$ cat src/rtl/bus_arbiter_pkg.sv
// Shared constants for the instruction/data bus arbiter: reset level, FSM state
// encodings and the watchdog counter sizing helper.
package bus_arbiter_pkg;

  localparam logic RST_ENABLE = 1'b1;

  localparam logic [1:0] ARB_IDLE = 2'd0;
  localparam logic [1:0] ARB_IF   = 2'd1;
  localparam logic [1:0] ARB_MEM  = 2'd2;
  localparam logic [1:0] ARB_DROP = 2'd3;

  // Watchdog counter width: wide enough for TMO_CYCLES-1, never below 8 bits.
  function automatic int wd_width(input int tmo);
    int w;
    w = $clog2(tmo);
    return (w < 8) ? 8 : w;
  endfunction

endpackage

$ cat src/rtl/bus_arbiter_watchdog.sv
// arb_watchdog: counts cycles spent waiting for bus_ack and flags expiry at
// TMO_CYCLES-1. Only instantiated when ARB_TIMEOUT_EN is defined.
module arb_watchdog
  import bus_arbiter_pkg::*;
#(
  parameter int TMO_CYCLES = 256
) (
  input  logic clk,
  input  logic rst,
  input  logic start_i,
  input  logic active_i,
  input  logic ack_i,
  output logic expired_o
);

  localparam int CW = wd_width(TMO_CYCLES);
  localparam logic [CW-1:0] LIMIT = CW'(TMO_CYCLES - 1);

  logic [CW-1:0] cnt_q, cnt_d;

  always_comb begin
    cnt_d = cnt_q;
    if (start_i) begin
      cnt_d = '0;
    end else if (active_i && !ack_i && (cnt_q != LIMIT)) begin
      cnt_d = cnt_q + 1'b1;
    end
  end

  always_ff @(posedge clk) begin
    if (rst == RST_ENABLE) begin
      cnt_q <= '0;
    end else begin
      cnt_q <= cnt_d;
    end
  end

  assign expired_o = active_i & ~ack_i & (cnt_q == LIMIT);

endmodule

$ cat src/rtl/bus_arbiter.sv
// bus_arbiter: shares one slave bus between the IF fetch port and the MEM
// load/store port, MEM first. Define ARB_TIMEOUT_EN to add the ack watchdog.
module bus_arbiter
  import bus_arbiter_pkg::*;
#(
  parameter int ADDR_W     = 32,
  parameter int DATA_W     = 32,
  parameter int TMO_CYCLES = 256
) (
  input  logic                clk,
  input  logic                rst,
  input  logic                flush,
  input  logic                if_req,
  input  logic [ADDR_W-1:0]   if_addr,
  output logic [DATA_W-1:0]   if_rdata,
  output logic                if_ack,
  input  logic                mem_req,
  input  logic                mem_we,
  input  logic [ADDR_W-1:0]   mem_addr,
  input  logic [DATA_W-1:0]   mem_wdata,
  input  logic [DATA_W/8-1:0] mem_sel,
  output logic [DATA_W-1:0]   mem_rdata,
  output logic                mem_ack,
  output logic                bus_req,
  output logic                bus_we,
  output logic [ADDR_W-1:0]   bus_addr,
  output logic [DATA_W-1:0]   bus_wdata,
  output logic [DATA_W/8-1:0] bus_sel,
  input  logic [DATA_W-1:0]   bus_rdata,
  input  logic                bus_ack,
  output logic                stallreq_from_if,
  output logic                stallreq_from_mem,
  output logic                bus_err
);

  localparam int SEL_W = DATA_W / 8;

  if (TMO_CYCLES < 2) begin : g_bad_tmo
    $error("bus_arbiter: TMO_CYCLES must be at least 2");
  end

  logic [1:0]        state_q, state_d;
  logic              bus_req_q, bus_req_d;
  logic              bus_we_q, bus_we_d;
  logic [ADDR_W-1:0] bus_addr_q, bus_addr_d;
  logic [DATA_W-1:0] bus_wdata_q, bus_wdata_d;
  logic [SEL_W-1:0]  bus_sel_q, bus_sel_d;
  logic              timeout;
  logic              done;
  logic              if_discard;

`ifdef ARB_TIMEOUT_EN
  logic wd_start;
  logic bus_err_q;

  assign wd_start = (state_q == ARB_IDLE) && (state_d != ARB_IDLE);

  arb_watchdog #(.TMO_CYCLES(TMO_CYCLES)) u_watchdog (
    .clk       (clk),
    .rst       (rst),
    .start_i   (wd_start),
    .active_i  (state_q != ARB_IDLE),
    .ack_i     (bus_ack),
    .expired_o (timeout)
  );

  always_ff @(posedge clk) begin
    if (rst == RST_ENABLE) begin
      bus_err_q <= 1'b0;
    end else begin
      bus_err_q <= timeout;
    end
  end
  assign bus_err = bus_err_q;
`else
  assign timeout = 1'b0;
  assign bus_err = 1'b0;
`endif

  // A fetch whose requester has gone away (flush or dropped if_req) is discarded.
  assign if_discard = flush | ~if_req;
  assign done       = bus_ack | timeout;

  assign if_ack    = (state_q == ARB_IF) & ~if_discard & done;
  assign mem_ack   = (state_q == ARB_MEM) & done;
  assign if_rdata  = (if_ack & bus_ack) ? bus_rdata : '0;
  assign mem_rdata = (mem_ack & bus_ack) ? bus_rdata : '0;

  assign stallreq_from_if  = if_req & ~if_ack;
  assign stallreq_from_mem = mem_req & ~mem_ack;

  always_comb begin
    state_d     = state_q;
    bus_req_d   = bus_req_q;
    bus_we_d    = bus_we_q;
    bus_addr_d  = bus_addr_q;
    bus_wdata_d = bus_wdata_q;
    bus_sel_d   = bus_sel_q;
    case (state_q)
      ARB_IDLE: begin
        if (mem_req) begin
          bus_req_d   = 1'b1;
          bus_we_d    = mem_we;
          bus_addr_d  = mem_addr;
          bus_wdata_d = mem_wdata;
          bus_sel_d   = mem_sel;
          state_d     = ARB_MEM;
        end else if (if_req && !flush) begin
          bus_req_d  = 1'b1;
          bus_we_d   = 1'b0;
          bus_addr_d = if_addr;
          bus_sel_d  = '1;
          state_d    = ARB_IF;
        end
      end
      ARB_IF: begin
        if (done) begin
          bus_req_d = 1'b0;
          state_d   = ARB_IDLE;
        end else if (if_discard) begin
          state_d = ARB_DROP;
        end
      end
      ARB_MEM, ARB_DROP: begin
        if (done) begin
          bus_req_d = 1'b0;
          state_d   = ARB_IDLE;
        end
      end
      default: begin
        bus_req_d = 1'b0;
        state_d   = ARB_IDLE;
      end
    endcase
  end

  always_ff @(posedge clk) begin
    if (rst == RST_ENABLE) begin
      state_q     <= ARB_IDLE;
      bus_req_q   <= 1'b0;
      bus_we_q    <= 1'b0;
      bus_addr_q  <= '0;
      bus_wdata_q <= '0;
      bus_sel_q   <= '0;
    end else begin
      state_q     <= state_d;
      bus_req_q   <= bus_req_d;
      bus_we_q    <= bus_we_d;
      bus_addr_q  <= bus_addr_d;
      bus_wdata_q <= bus_wdata_d;
      bus_sel_q   <= bus_sel_d;
    end
  end

  assign bus_req   = bus_req_q;
  assign bus_we    = bus_we_q;
  assign bus_addr  = bus_addr_q;
  assign bus_wdata = bus_wdata_q;
  assign bus_sel   = bus_sel_q;

endmodule

$ cat config.mk
export PLATFORM = sky130hd
export DESIGN_NAME = bus_arbiter
export DESIGN_NICKNAME = d
export VERILOG_FILES = /design/src/rtl/bus_arbiter_pkg.sv /design/src/rtl/bus_arbiter_watchdog.sv /design/src/rtl/bus_arbiter.sv
export SDC_FILE = /design/constraint.sdc
export NUM_CORES = 1
export LEC_CHECK = 0
export ABC_AREA = 1
export BUFFER_PORTS_ARGS = -buffer_cell sky130_fd_sc_hd__buf_4
export CORE_AREA = 4 4 104 106
export CTS_CLUSTER_DIAMETER = 200
export DETAILED_ROUTE_END_ITERATION = 10
export DIE_AREA = 0 0 108 110
export PLACE_DENSITY = 0.85
export SYNTH_ARGS = -nofsm -noshare
export SYNTH_HDL_FRONTEND = slang
export SYNTH_HIERARCHICAL = 1
export SYNTH_SLANG_ARGS = --single-unit
$ cat constraint.sdc
create_clock -name clk -period 3.8 [get_ports clk]
set_clock_uncertainty 0.1 [all_clocks]
set_input_delay 0 -clock clk [delete_from_list [all_inputs] [get_ports clk]]
set_output_delay 0 -clock clk [all_outputs]
set_load 0.02 [all_outputs]
==> flow_metrics.py, run 1 <==
metrics = {
    "setup_path": {
        "crit_buf_inv": 2,
        "cp_top_family": "simple AND/OR/NAND/NOR gates",
        "critPathRequiredTime_ns": 3.70,
        "cp-start-kind": "flip-flop",
        "rrSetupSlack_ns": 2.03,
        "slowest_stage": "dfxtp_1",
        "reg2reg_from": "state_q[0]",
        "path_max_fanout": 34,
        "path_cells": "inv_2 -> nor2_2 -> nand3_4 -> nor2_1 -> buf_4",
        "path_class": "flip-flop to output port",
        "cp.arrival_ns": 1.80,
        "rr_endpoint": "bus_addr[14]",
        "cp-end-kind": "output port",
        "r2r_cells": 5,
        "cpPeakStageDelay_ns": 0.50,
    },
    "pwr": {
        "clkPwrFrac_pct": 23.1,
        "p_leak_nw": 3.58,
        "intPower_mw": 1.50,
        "p_seq_share_pct": 39.1,
        "power_switching_share_pct": 35.9,
        "max-vdd-ir-drop_uv": 190,
        "p_sw_mw": 0.838,
        "power_density_mw_per_mm2": 348,
        "combPwrFrac_pct": 37.8,
    },
    "detailed_routing": {
        "drt-vias-per-instance": 4.63,
        "avgRoutedWirePerCell_um": 14.9,
        "routed_wl_um": 15400,
        "routed-via-count": 4800,
        "drc": 0,
        "postRouteAntennaNets": 0,
        "dr.first_iter.drc_count": 237,
        "firstDrtPassIters": 5,
    },
    "sta": {
        "fin_setup_tns_ns": 0,
        "min_period_ns": 1.90,
        "hold_viol": 0,
        "worst_hold_slack_ns": 0.0443,
        "fin_ws_ns": 1.90,
        "setup_viol": 0,
        "timing.slew.headroom_pct": 34.8,
        "fmax_mhz": 528,
        "rsz0062_at_grt": "false",
        "drv_slew": 0,
        "worstMarginPinSlew_ns": 0.978,
        "min_period_over_period_pct": 49.9,
    },
    "min_path": {
        "min_from": "bus_ack",
        "hold_depth": 4,
        "min_to": "state_q[1]",
        "hold_class": "primary input to flip-flop",
    },
    "placement": {
        "pre_cts_slack_ns": 1.92,
        "dpl.cell_count": 918,
        "routabilityCongestion": 0.797,
        "hpwl_um": 9290,
        "io_buffers": 276,
        "place_area_sq_mm": 0.00552,
    },
    "final_layout": {
        "nFillCells": 722,
        "drive_gt1_share_pct": 35.4,
        "ff_latch_area_sq_mm": 0.00144,
        "final_area_sq_mm": 0.00671,
        "fin_cells": 1036,
        "antennaDiodeCount": 0,
        "layout.nets": 1037,
        "multiInputGateArea_sq_mm": 0.00166,
        "syn2layout_area_growth_pct": 90.1,
    },
    "clock_tree": {
        "cts_made_buffers": 9,
        "htreeDepth": 3,
        "post-cts-setup-buffers": 0,
        "clock_path_buffers": 2,
        "cts_tree": "done",
        "cts.sinks": 72,
        "clkSlewWorstSetupHoldPaths_ns": 0.07,
        "clk_latency_ns": 0.32,
        "cts_root_buffer": "clkbuf_8",
    },
    "logic_synthesis": {
        "synth.distinct_cells": 25,
        "synth.top_cell.area_share_pct": 40.9,
        "yosys_warnings": 6,
        "avgSynthCellArea_sq_um": 6.51,
        "ys_ff_latch": 72,
        "yosysTopAreaCell": "dfxtp_1",
        "syn_nets": 681,
        "synth.area.top_cells": "dfxtp_1 (41%), nor2_1 (20%), nand2_1 (11%)",
        "netlist_area_sq_mm": 0.00353,
        "yosysSeqAreaShare_pct": 40.9,
        "synthCells": 542,
    },
    "die": {
        "die_area_sq_mm": 0.0119,
        "initial_core_util_pct": 36.1,
        "die_w_um": 108,
        "die_h_um": 110,
        "ioPinCount": 278,
        "row_count": 36,
        "core-area_sq_mm": 0.00977,
    },
    "job": {
        "maxCapViolations": 0,
    },
    "global_route": {
        "grt.overflow.total": 0,
        "antenna_found_initial": 0,
        "grt_usage_pct": 24.7,
        "grt_max_degree": 69,
        "grt_pass1_vias": 4904,
        "grt_pass1_wl_um": 23300,
    },
    "outcome": {
        "status": "finished, final reports clean",
    },
}
Yosys cell counts:
master    count
inv_2         6
nand3_4       1
nor3_4        1
inv_1        37
buf_6        12
conb_1        1
buf_2         7
o21ai_4       1
buf_8         1
nand2_2       1
o21ai_0      33
nor2_1      187
buf_4         5
clkbuf_2      1
nor2_4        1
a21oi_2       1
nand4_1       2
o21ai_1      36
nand3_1       3
inv_4         1
dfxtp_1      72
nor2_2       15
clkbuf_1      8
a21oi_1       3
nand2_1     106
final cells by class:
cell class,instances,share of cell area [%]
multi-input combinational,392,24.8
sequential,72,21.5
clock buffer,10,1.90
inverter,44,2.50
timing repair buffer,379,46.2
clock inverter,6,0.634
tap,133,2.48
state kept, by name (all words and copies together), names as in the netlist:
name / flops
bus_wdata: 32
bus_req: 1
state_q: 2
bus_addr: 32
bus_we: 1
bus_sel: 4
repair_timing:
item                                   CTS  global route
resized for setup                        0             0
endpoints found under the hold margin   72             0
hold buffers                           102             0
per-layer routing:
layer	part of all wire, %	vias to the layer above	GRT usage, %	routed length, um
met5	0	-	0	0
met4	4.3	0	12.3	669
met3	8.5	52	6.58	1310
met2	53	238	46.9	8170
met1	34	2157	24.8	5280
li1	-	2353	-	-
worst max-delay path by stage:
| stage | slack (ns) | startpoint | endpoint | cells after the start |
|---|---|---|---|---|
| 6_report | 1.90 | state_q[0] | if_rdata[27] | 5 |
| 5_1_grt | 1.76 | state_q[0] | if_rdata[27] | 5 |
| 4_1_cts | 1.87 | state_q[0] | if_rdata[27] | 5 |
| 3_5_place_dp | 1.92 | mem_req | bus_addr[25] | 5 |
| 3_3_place_gp | 1.93 | mem_req | bus_addr[1] | 5 |
| 2_1_floorplan | 2.33 | state_q[1] | mem_rdata[10] | 5 |
power by group through the flow:
stage	sequential (mW)	combinational, mW	clock (mW)
finish	0.913	0.882	0.538
global route	0.924	0.952	0.580
CTS	0.909	0.861	0.551
detailed placement	0.926	0.765	0
global placement	0.923	0.757	0
floorplan	1.04	0.326	0
per-stage QoR:
step | power, mW | util (%)
floorplan | 1.36 | -
global placement | 1.68 | 56.4
detailed placement | 1.69 | 56.4
CTS | 2.32 | 68.6
global route | 2.46 | 68.6
finish | 2.33 | 68.6
cells in the final DEF (no fill, tap or decap):
cell / n
o21ai_1: 36
conb_1: 1
inv_6: 2
clkinvlp_4: 2
a21oi_1: 3
inv_1: 37
nor2_4: 1
a21oi_2: 1
clkinv_2: 2
nor2_2: 15
nor3_4: 1
nand2_2: 1
nand3_4: 1
o21ai_0: 33
inv_2: 6
dlygate4sd3_1: 102
clkbuf_8: 9
nand2_1: 106
dfxtp_1: 72
inv_4: 1
nand4_1: 2
clkbuf_1: 1
o21ai_4: 1
buf_4: 277
nand3_1: 3
nor2_1: 187
worst register-to-register path: cells and delay by family, from the launching register on:
| family | cells | cell delay, ns |
|---|---|---|
| and+or+nand+nor | 3 | 0.37 |
| buffers and inverters | 1 | 0.36 |
| DFF | 1 | 0.50 |
| AOI/OAI and AO/OA | 1 | 0.34 |
cell families (layout without fill, tap and decap cells):
logic type,after synthesis,after routing,synth area share (%)
and+or+nand+nor,317,317,36.1
buffers and inverters,78,439,12.1
AOI/OAI and AO/OA,74,74,10.9
DFF,72,72,40.9
other,1,1,0.106
No activity file was read; power rests on OpenSTA's default activity.
==> inputs of run 2 (changes only) <==
--- a/config.mk
+++ b/config.mk
@@ -7,11 +7,11 @@
 export LEC_CHECK = 0
 export ABC_AREA = 1
 export BUFFER_PORTS_ARGS = -buffer_cell sky130_fd_sc_hd__buf_4
-export CORE_AREA = 4 4 104 106
+export CORE_MARGIN = 4
+export CORE_UTILIZATION = 36
 export CTS_CLUSTER_DIAMETER = 200
 export DETAILED_ROUTE_END_ITERATION = 10
-export DIE_AREA = 0 0 108 110
-export PLACE_DENSITY = 0.85
+export PLACE_DENSITY = 0.88
 export SYNTH_ARGS = -nofsm -noshare
 export SYNTH_HDL_FRONTEND = slang
 export SYNTH_HIERARCHICAL = 1
==> constraint.sdc (replaced) <==
create_clock -name clk -period 1.55 [get_ports clk]
set_clock_uncertainty 0.1 [all_clocks]
set_input_delay 0 -clock clk [delete_from_list [all_inputs] [get_ports clk]]
set_output_delay 0 -clock clk [all_outputs]
set_load 0.02 [all_outputs]
==> run 2 against run 1 <==
Compared with the run above:
- the run now ends with setup timing left
- critical path depth rose by 1
- sequential cell count did not move
- clock-buffer cell count did not move
- first-iteration DRC count rose by 40%
- register-to-register slack got worse by 2.0 ns
- highest routed layer unchanged
- via count rose by 9.3%
==> flow_metrics.py, run 2 (synthesis gave the netlist of run 1 again) <==
metrics = {
    "final_layout": {
        "fin_cells": 1063,
        "layout_common_cells": "buf_4 (257), nor2_1 (151), nand2_1 (105), dlygate4sd3_1 (102), dfxtp_1 (70)",
        "drive_gt1_share_pct": 41.8,
        "syn2layout_area_growth_pct": 111,
        "nFillCells": 585,
        "layout.nets": 1067,
        "final_common_cell": "buf_4",
    },
    "placement": {
        "pre_cts_slack_ns": 0.0660,
        "routabilityCongestion": 0.827,
        "dpl.cell_count": 922,
        "io_buffers": 276,
        "hpwl_um": 9870,
    },
    "pwr": {
        "max-vdd-ir-drop_uv": 522,
        "p_leak_nw": 3.77,
        "power_density_mw_per_mm2": 815,
    },
    "clock_tree": {
        "cts_made_buffers": 9,
        "cts_root_buffer": "clkbuf_8",
        "cts_tree": "done",
        "cts.sinks": 72,
        "clk_latency_ns": 0.34,
        "clkSlewWorstSetupHoldPaths_ns": 0.07,
        "clock_path_buffers": 2,
        "htreeDepth": 3,
    },
    "setup_path": {
        "cpPeakStageDelay_ns": 0.34,
        "rrSetupSlack_ns": 0.03,
        "cp_common_cell": "buf_4",
        "path_cells": "buf_4 -> nor2_4 -> buf_6 -> nand3_4 -> nor2_1 -> buf_4",
        "critPathRequiredTime_ns": 1.45,
        "path_max_fanout": 8,
        "cp.arrival_ns": 1.60,
        "cp-start-kind": "flip-flop",
        "crit_buf_inv": 3,
        "slowest_stage": "dfxtp_4",
        "path_class": "flip-flop to output port",
        "cp_top_family": "buffers and inverters",
        "cp-end-kind": "output port",
    },
    "sta": {
        "min_period_ns": 1.70,
        "hold_viol": 0,
        "rsz0062_at_grt": "true",
        "fin_setup_tns_ns": -4.51,
        "drv_slew": 0,
        "min_period_over_period_pct": 110,
        "fmax_mhz": 587,
        "fin_ws_ns": -0.152,
        "setup_viol": 67,
    },
    "min_path": {
        "hold_class": "primary input to flip-flop",
    },
    "die": {
        "initial_core_util_pct": 37.7,
        "core-area_sq_mm": 0.00937,
        "die_w_um": 107,
        "ioPinCount": 278,
        "die_h_um": 107,
        "row_count": 35,
        "die_area_sq_mm": 0.0114,
    },
    "detailed_routing": {
        "routed_wl_um": 18700,
        "drt-vias-per-instance": 4.94,
        "firstDrtPassIters": 5,
        "avgRoutedWirePerCell_um": 17.6,
        "postRouteAntennaNets": 0,
        "drc": 0,
        "routed-via-count": 5246,
        "dr.first_iter.drc_count": 332,
    },
    "outcome": {
        "status": "complete, but fails checks",
        "violations": "setup timing",
    },
    "global_route": {
        "grt_pass1_vias": 5418,
        "grt.overflow.total": 0,
        "grt_usage_pct": 29.9,
        "antenna_found_initial": 0,
        "grt_pass1_wl_um": 26900,
        "grt_max_degree": 55,
    },
    "job": {
        "maxCapViolations": 0,
    },
}
-- run 2: cell count changes in the layout (fill, tap and decap cells not counted), moves of 2 or more --
cell,delta
inv_6,+2
nor2_2,+9
dfxtp_1,-2
o21ai_1,+5
nand3_4,+5
nor2_4,+27
buf_6,+39
buf_4,-20
buf_12,+4
nor2_1,-36
o21ai_0,-5
-- run 2: worst register-to-register path: stages, from the launching register on --
cell	delay, ns
dfxtp_2	0.34
buf_4	0.14
nor2_4	0.19
o21ai_4	0.12
buf_4	0.22
o21ai_0	0.25
nor2_1	0.06
-- run 2: stage by stage --
| step | utilization, % | hold WS [ns] | cell area (sq um) | power [mW] |
|---|---|---|---|---|
| final | 79.6 | 0.0365 | 7460 | 6.08 |
| after global routing | 79.5 | 0.0468 | 7450 | 6.39 |
| after CTS | 76.7 | 0.00989 | 7190 | 5.88 |
| after detailed placement | 60.0 | 0.110 | 5620 | 4.20 |
| after global placement | 60.0 | 0.109 | 5620 | 4.16 |
| after floorplan | - | -0.0376 | 3530 | 3.35 |
-- run 2: path summary, 6_finish.rpt --
kind                            startpoint           end  depth (start not counted)
worst max-delay path            state_q[1]  if_rdata[24]                          6
worst min-delay path               mem_req  bus_addr[30]                          4
worst max register to register  state_q[0]  bus_addr[17]                          6
worst min register to register  bus_sel[1]    bus_sel[1]                          2
-- run 2: what timing repair did --
item,CTS,global route
gates resized for setup,64,62
cloned,5,2
hold buffers,102,0
buffers inserted,10,5
pin swaps,4,3
endpoints found under the hold margin,72,0
endpoints found under the setup margin,66,110
-- run 2: layout make-up --
type                       count  area, sq um  share of cell area (%)
multi-input combinational    397         1980                    26.6
timing repair inverter         2         28.8                   0.386
clock buffer                  10          128                    1.71
antenna                        1         2.50                  0.0336
clock inverter                 6         42.5                   0.570
sequential                    72         1450                    19.4
timing repair buffer         402         3470                    46.5
inverter                      44          196                    2.63
tap                          129          161                    2.16
-- run 2: layer usage --
layer  up-vias  part of all wire, %  global-route usage (%)
met3       116                  8.5                    8.85
met1      2367                   32                    27.5
met4         0                  6.8                    19.8
met5         -                    0                       0
met2       330                   52                    56.5
li1       2433                    -                       -
-- run 2: where the power goes --
part	switching (mW)	total, mW	internal, mW
Clock	0.754	1.34	0.587
Combinational	1.35	2.50	1.15
Sequential	0.139	2.23	2.09
Total	2.24	6.08	3.84
